## config.mk

```make
export PLATFORM = sky130hd
export DESIGN_NAME = spi_bus_arbiter
export DESIGN_NICKNAME = d
export VERILOG_FILES = /design/src/rtl/spi_bus_arbiter.sv
export SDC_FILE = /design/constraint.sdc
export NUM_CORES = 1
export LEC_CHECK = 0
export BUFFER_PORTS_ARGS = -buffer_cell sky130_fd_sc_hd__buf_2
export CAP_MARGIN = 20
export CORE_ASPECT_RATIO = 0.7
export CORE_MARGIN = 2
export CORE_UTILIZATION = 42
export CTS_CLUSTER_DIAMETER = 60
export DETAILED_ROUTE_END_ITERATION = 8
export GPL_TIMING_DRIVEN = 0
export HOLD_SLACK_MARGIN = 0.03
export PLACE_DENSITY = 0.76
export SKIP_LAST_GASP = 1
export SLEW_MARGIN = 20
export SYNTH_ARGS = -nofsm -noshare
export SYNTH_HDL_FRONTEND = slang
export SYNTH_SLANG_ARGS = --single-unit
```

## constraint.sdc

```tcl
create_clock -name clk -period 1.55 [get_ports clk]
set_clock_uncertainty 0.15 [all_clocks]
set_input_delay 0 -clock clk [delete_from_list [all_inputs] [get_ports clk]]
set_output_delay 0 -clock clk [all_outputs]
set_load 0.05 [all_outputs]
```

## src/rtl/spi_bus_arbiter.sv

```systemverilog
// Arbitrates the single SPI master between instruction fetch (ROM) and data
// access (RAM), sequencing start/busy/ack and guarding each transfer with a watchdog.
module spi_bus_arbiter #(
  parameter int ADDR_W  = 16,
  parameter int TIMEOUT = 64
) (
  input  logic              clk,
  input  logic              rst,
  input  logic              rom_req,
  input  logic [ADDR_W-1:0] rom_addr,
  output logic              rom_ack,
  input  logic              ram_req,
  input  logic              ram_we,
  input  logic [ADDR_W-1:0] ram_addr,
  input  logic [7:0]        ram_wdata,
  output logic              ram_ack,
  output logic [7:0]        rdata,
  output logic              spi_start,
  output logic              spi_write,
  output logic [ADDR_W-1:0] spi_addr,
  output logic [7:0]        spi_wdata,
  input  logic [7:0]        spi_rdata,
  input  logic              spi_done,
  output logic              cs_rom_n,
  output logic              cs_ram_n,
  output logic              timeout_err
);

  localparam logic [1:0] S_IDLE  = 2'd0;
  localparam logic [1:0] S_START = 2'd1;
  localparam logic [1:0] S_BUSY  = 2'd2;
  localparam logic [1:0] S_ACK   = 2'd3;

  localparam int              CNT_W    = $clog2(TIMEOUT);
  localparam logic [CNT_W-1:0] CNT_LAST = CNT_W'(TIMEOUT - 1);

  logic [1:0]       state;
  logic [1:0]       state_nxt;
  logic             grant_ram;
  logic             last_grant_ram;
  logic [CNT_W-1:0] wd_cnt;
  logic             any_req;
  logic             pick_ram;
  logic             wd_expire;
  logic             in_xfer;

  assign any_req   = rom_req | ram_req;
  // RAM wins when alone, or on a tie when ROM held the previous grant.
  assign pick_ram  = ram_req & (~rom_req | ~last_grant_ram);
  assign wd_expire = (wd_cnt == CNT_LAST);
  assign in_xfer   = (state == S_START) || (state == S_BUSY);

  // NOTE: every signal assigned in always_comb gets a default first so no latch is inferred.
  always_comb begin
    state_nxt = state;
    case (state)
      S_IDLE:  if (any_req) state_nxt = S_START;
      S_START: state_nxt = S_BUSY;
      S_BUSY:  if (spi_done || wd_expire) state_nxt = S_ACK;
      S_ACK:   state_nxt = S_IDLE;
      default: state_nxt = S_IDLE;
    endcase
  end

  // NOTE: sequential state uses non-blocking assignments so all registers update together.
  always_ff @(posedge clk or posedge rst) begin
    if (rst) begin
      state          <= S_IDLE;
      grant_ram      <= 1'b0;
      last_grant_ram <= 1'b1;
      spi_write      <= 1'b0;
      spi_addr       <= '0;
      spi_wdata      <= '0;
    end else begin
      state <= state_nxt;
      if (state == S_IDLE && any_req) begin
        grant_ram      <= pick_ram;
        last_grant_ram <= pick_ram;
        if (pick_ram) begin
          spi_addr  <= ram_addr;
          spi_write <= ram_we;
          spi_wdata <= ram_wdata;
        end else begin
          spi_addr  <= rom_addr;
          spi_write <= 1'b0;
          spi_wdata <= '0;
        end
      end
    end
  end

  always_ff @(posedge clk or posedge rst) begin
    if (rst) begin
      wd_cnt <= '0;
    end else if (state == S_START) begin
      wd_cnt <= '0;
    end else if (state == S_BUSY) begin
      wd_cnt <= wd_cnt + CNT_W'(1);
    end
  end

  // A completion beats a simultaneous watchdog expiry.
  always_ff @(posedge clk or posedge rst) begin
    if (rst) begin
      rdata       <= '0;
      timeout_err <= 1'b0;
    end else if (state == S_BUSY) begin
      if (spi_done) begin
        if (!spi_write) rdata <= spi_rdata;
      end else if (wd_expire) begin
        rdata       <= 8'hFF;
        timeout_err <= 1'b1;
      end
    end
  end

  assign spi_start = (state == S_START);
  assign cs_rom_n  = ~(in_xfer & ~grant_ram);
  assign cs_ram_n  = ~(in_xfer &  grant_ram);
  assign rom_ack   = (state == S_ACK) & ~grant_ram;
  assign ram_ack   = (state == S_ACK) &  grant_ram;

  a_cs_exclusive: assert property (@(posedge clk) disable iff (rst) !(!cs_rom_n && !cs_ram_n));
  a_ack_exclusive: assert property (@(posedge clk) disable iff (rst) !(rom_ack && ram_ack));

endmodule

```

==> impl_metrics.csv <==
group,metric,value,unit
clock_tree,clk_pin_slew_worst_paths,0.08,ns
route,routedWlPerCell,17.7,um
grt,grt_max_degree,24,
cells_and_area,final_nets,399,
timing,finalCritPeriodShare,1.07,
hold_path,min_path_cells,4,
power_and_ir_drop,power.density,2270,mW/mm2
route,wl,7.02,mm
hold_path,holdPathEnd,"state[0]",
outcome,violations,"negative setup slack",
yosys,syn_area,0.00203,mm2
setup_path,worst_setup_path_end_kind,"flop",
setup_path,critPathTopFamily,"flip-flops",
hold_path,hold_class,"in -> reg",
outcome,status,"finished with violations",
yosys,synthFlopType,"dfrtp_1",
floorplan,fp.dieH,62.2,um
place,dp_hpwl,3.51,mm
setup_path,reg2reg_from,"state[0]",
grt,antenna_found_initial,0,
floorplan,initial_core_util,0.430,
route,ant_nets,0,
timing,rsz0062_at_grt,"yes",
yosys,syn-num-nets,239,
route,route.detailed.drc,0,
yosys,synth_area_leaders,"dfrtp_1 53%, mux2i_1 8.4%, nand2_1 4.2%",
timing,hold_violations,0,
timing,relSlewSlack,0.635,
floorplan,rows,21,
timing,max_freq,601,MHz
cells_and_area,fillers,308,
cells_and_area,drive_above_1_share,0.412,
setup_path,critPathSlowestCell,"dfrtp_1",
setup_path,cp_max_fo,3,
setup_path,slowest_delay,0.41,ns
timing,slew_violations,0,
hold_path,worstHoldStart,"rom_req",
setup_path,r2r_slack,-0.11,ns
setup_path,crit_required,1.58,ns
clock_tree,cts_tree,"yes",
clock_tree,root_buffer,"clkbuf_8",
setup_path,crit_chain,"inv_2 > ha_4 > nor3b_4 > a21oi_2 > nand2_2 > mux2_4",
floorplan,io_pins,93,
yosys,synth_area_per_cell,11.4,um2
grt,grt_pass1_wl,10.8,mm
setup_path,path_buf_inv,1,
timing,fin_ws,-0.113,ns
floorplan,core-area,0.00473,mm2
setup_path,cp-start-kind,"flop",
grt,grt_overflow,0,
yosys,synth_area_leader_cell,"dfrtp_1",
cells_and_area,antenna_cells,0,
route,vias,2122,
yosys,synth_cell_type_count,39,
clock_tree,clockBufferDepth,2,
clock_tree,cts_buffers,5,
yosys,yosys.cell_count.top_type,"dfrtp_1",
power_and_ir_drop,ir_drop,1.85,mV
setup_path,critical_path_class,"reg -> reg",
power_and_ir_drop,p_leak,1.71,nW
yosys,ys_seq_area_frac,0.542,
route,via_per_inst,5.35,
yosys,ys_warn_count,0,
yosys,netlist_instances,179,
clock_tree,clock_latency,0.29,ns
timing,hold-worst-slack,0.0466,ns
timing,layout_min_cycle_time,1.66,ns
timing,timing.final.setup_violations,4,
route,first_iter_violations,144,
timing,worst_pin_slew,0.547,ns
cells_and_area,area_delta_synth_final,67.6,%
yosys,async_reset_ff_frac,1.00,
floorplan,die_x,87.2,um
clock_tree,clock_sinks,44,
job,cap_violations,0,
setup_path,timing.rr.end,"state[1]",
route,first_pass_iters,4,
yosys,yosysTopAreaCellShare,0.529,
grt,grt_usage,0.262,
yosys,synthTopCellsByCount,"43 x dfrtp_1, 23 x nand2_1, 17 x mux2i_1, 10 x o21ai_1, 10 x o22ai_1",
floorplan,dieArea,0.00542,mm2
yosys,yosys_register_bits,44,
clock_tree,htreeDepth,2,
grt,grt_pass1_vias,2251,
place,dp_slack,-0.112,ns
setup_path,r2r_cells,6,
yosys,synth-edff-count,0,
setup_path,critical_path_arrival,1.69,ns
place,gp_congestion,0.758,
place,port_buffers,91,
==> sequential cells by signal, summed over array words and instances (netlist names), 2 cells and up <==
signal and count:
spi_addr 16, state 2, spi_wdata 8, wd_cnt 6
rdata 8
==> cell type report <==
class | instances | area [um2] | area share
flip-flops and latches | 44 | 1100 | 0.324
repair buffers | 153 | 1110 | 0.325
multi-input cells | 119 | 915 | 0.268
plain buffers | 9 | 103 | 0.0301
inverters | 7 | 26.3 | 0.00771
well taps | 57 | 71.3 | 0.0209
clock buffers | 7 | 76.3 | 0.0224
clock inverters | 1 | 5.00 | 0.00147
==> layer usage <==
metal / vias to the layer above / global-route usage / wire length (um)
li1: 959 / - / -
met1: 1018 / 0.291 / 2690
met2: 111 / 0.453 / 3580
met3: 34 / 0.0505 / 380
met4: 0 / 0.167 / 363
met5: - / 0 / 0
==> timing repair <==
action                                  in CTS  in global routing
setup buffers                                4                  5
hold buffers                                52                  0
resized for setup                           11                 34
endpoints found under the hold margin       79                  0
pin swaps                                    1                  5
endpoints found under the setup margin      23                 36
==> stage by stage <==
stage	cells	area (um2)	setup TNS [ns]	total power [mW]	utilization
floorplan	179	2050	-0.000802	5.17	-
global placement	327	2580	-7.95	6.02	0.545
detailed placement	328	2600	-0.568	6.11	0.551
CTS	392	3290	-0.0797	7.15	0.695
global route	397	3410	-1.21	8.13	0.720
finish	397	3410	-0.145	7.72	0.720
==> cell usage in the layout, fill, tap and decap left out, drive strengths merged, types with 6 or more instances in the layout <==
cell type | synthesis | layout
a22o | 9 | 9
a2bb2oi | 8 | 8
buf | 7 | 109
clkbuf | 2 | 8
dfrtp | 43 | 43
dlygate4sd3 | 0 | 52
ha | 6 | 6
inv | 6 | 6
mux2i | 17 | 17
nand2 | 23 | 23
o21ai | 18 | 18
o22ai | 10 | 10
==> power by group <==
part	total [mW]	switching [mW]	internal, mW
clock	0.703	0.386	0.317
combinational	4.92	3.16	1.76
sequential	2.10	0.398	1.71
total	7.72	3.94	3.78
==> tightest hold or removal path, delay by kind of cell <==
family / cells / cell delay (ns)
AOI/OAI and AO/OA: 1 / 0.06
buffers and inverters: 1 / 0.14
and+or+nand+nor: 2 / 0.25
==> logic make-up after synthesis <==
logic type | synth area share
compound gates | 0.189
flops | 0.542
simple gates | 0.0831
mux | 0.0892
buf+inv | 0.0511
fa+ha+maj | 0.0369
xor+xnor | 0.00862
==> worst max path at each step <==
stage / from / endpoint / slack (ns) / cells after the start
2_1_floorplan: state[0] / state[1] / -0.0008 / 6
3_3_place_gp: rst / spi_write / -0.31 / 2
3_5_place_dp: state[0] / state[1] / -0.11 / 6
4_1_cts: state[0] / state[1] / -0.04 / 6
5_1_grt: state[0] / state[1] / -0.15 / 6
6_report: state[0] / state[1] / -0.11 / 6
(Power assumes the default switching activity.)
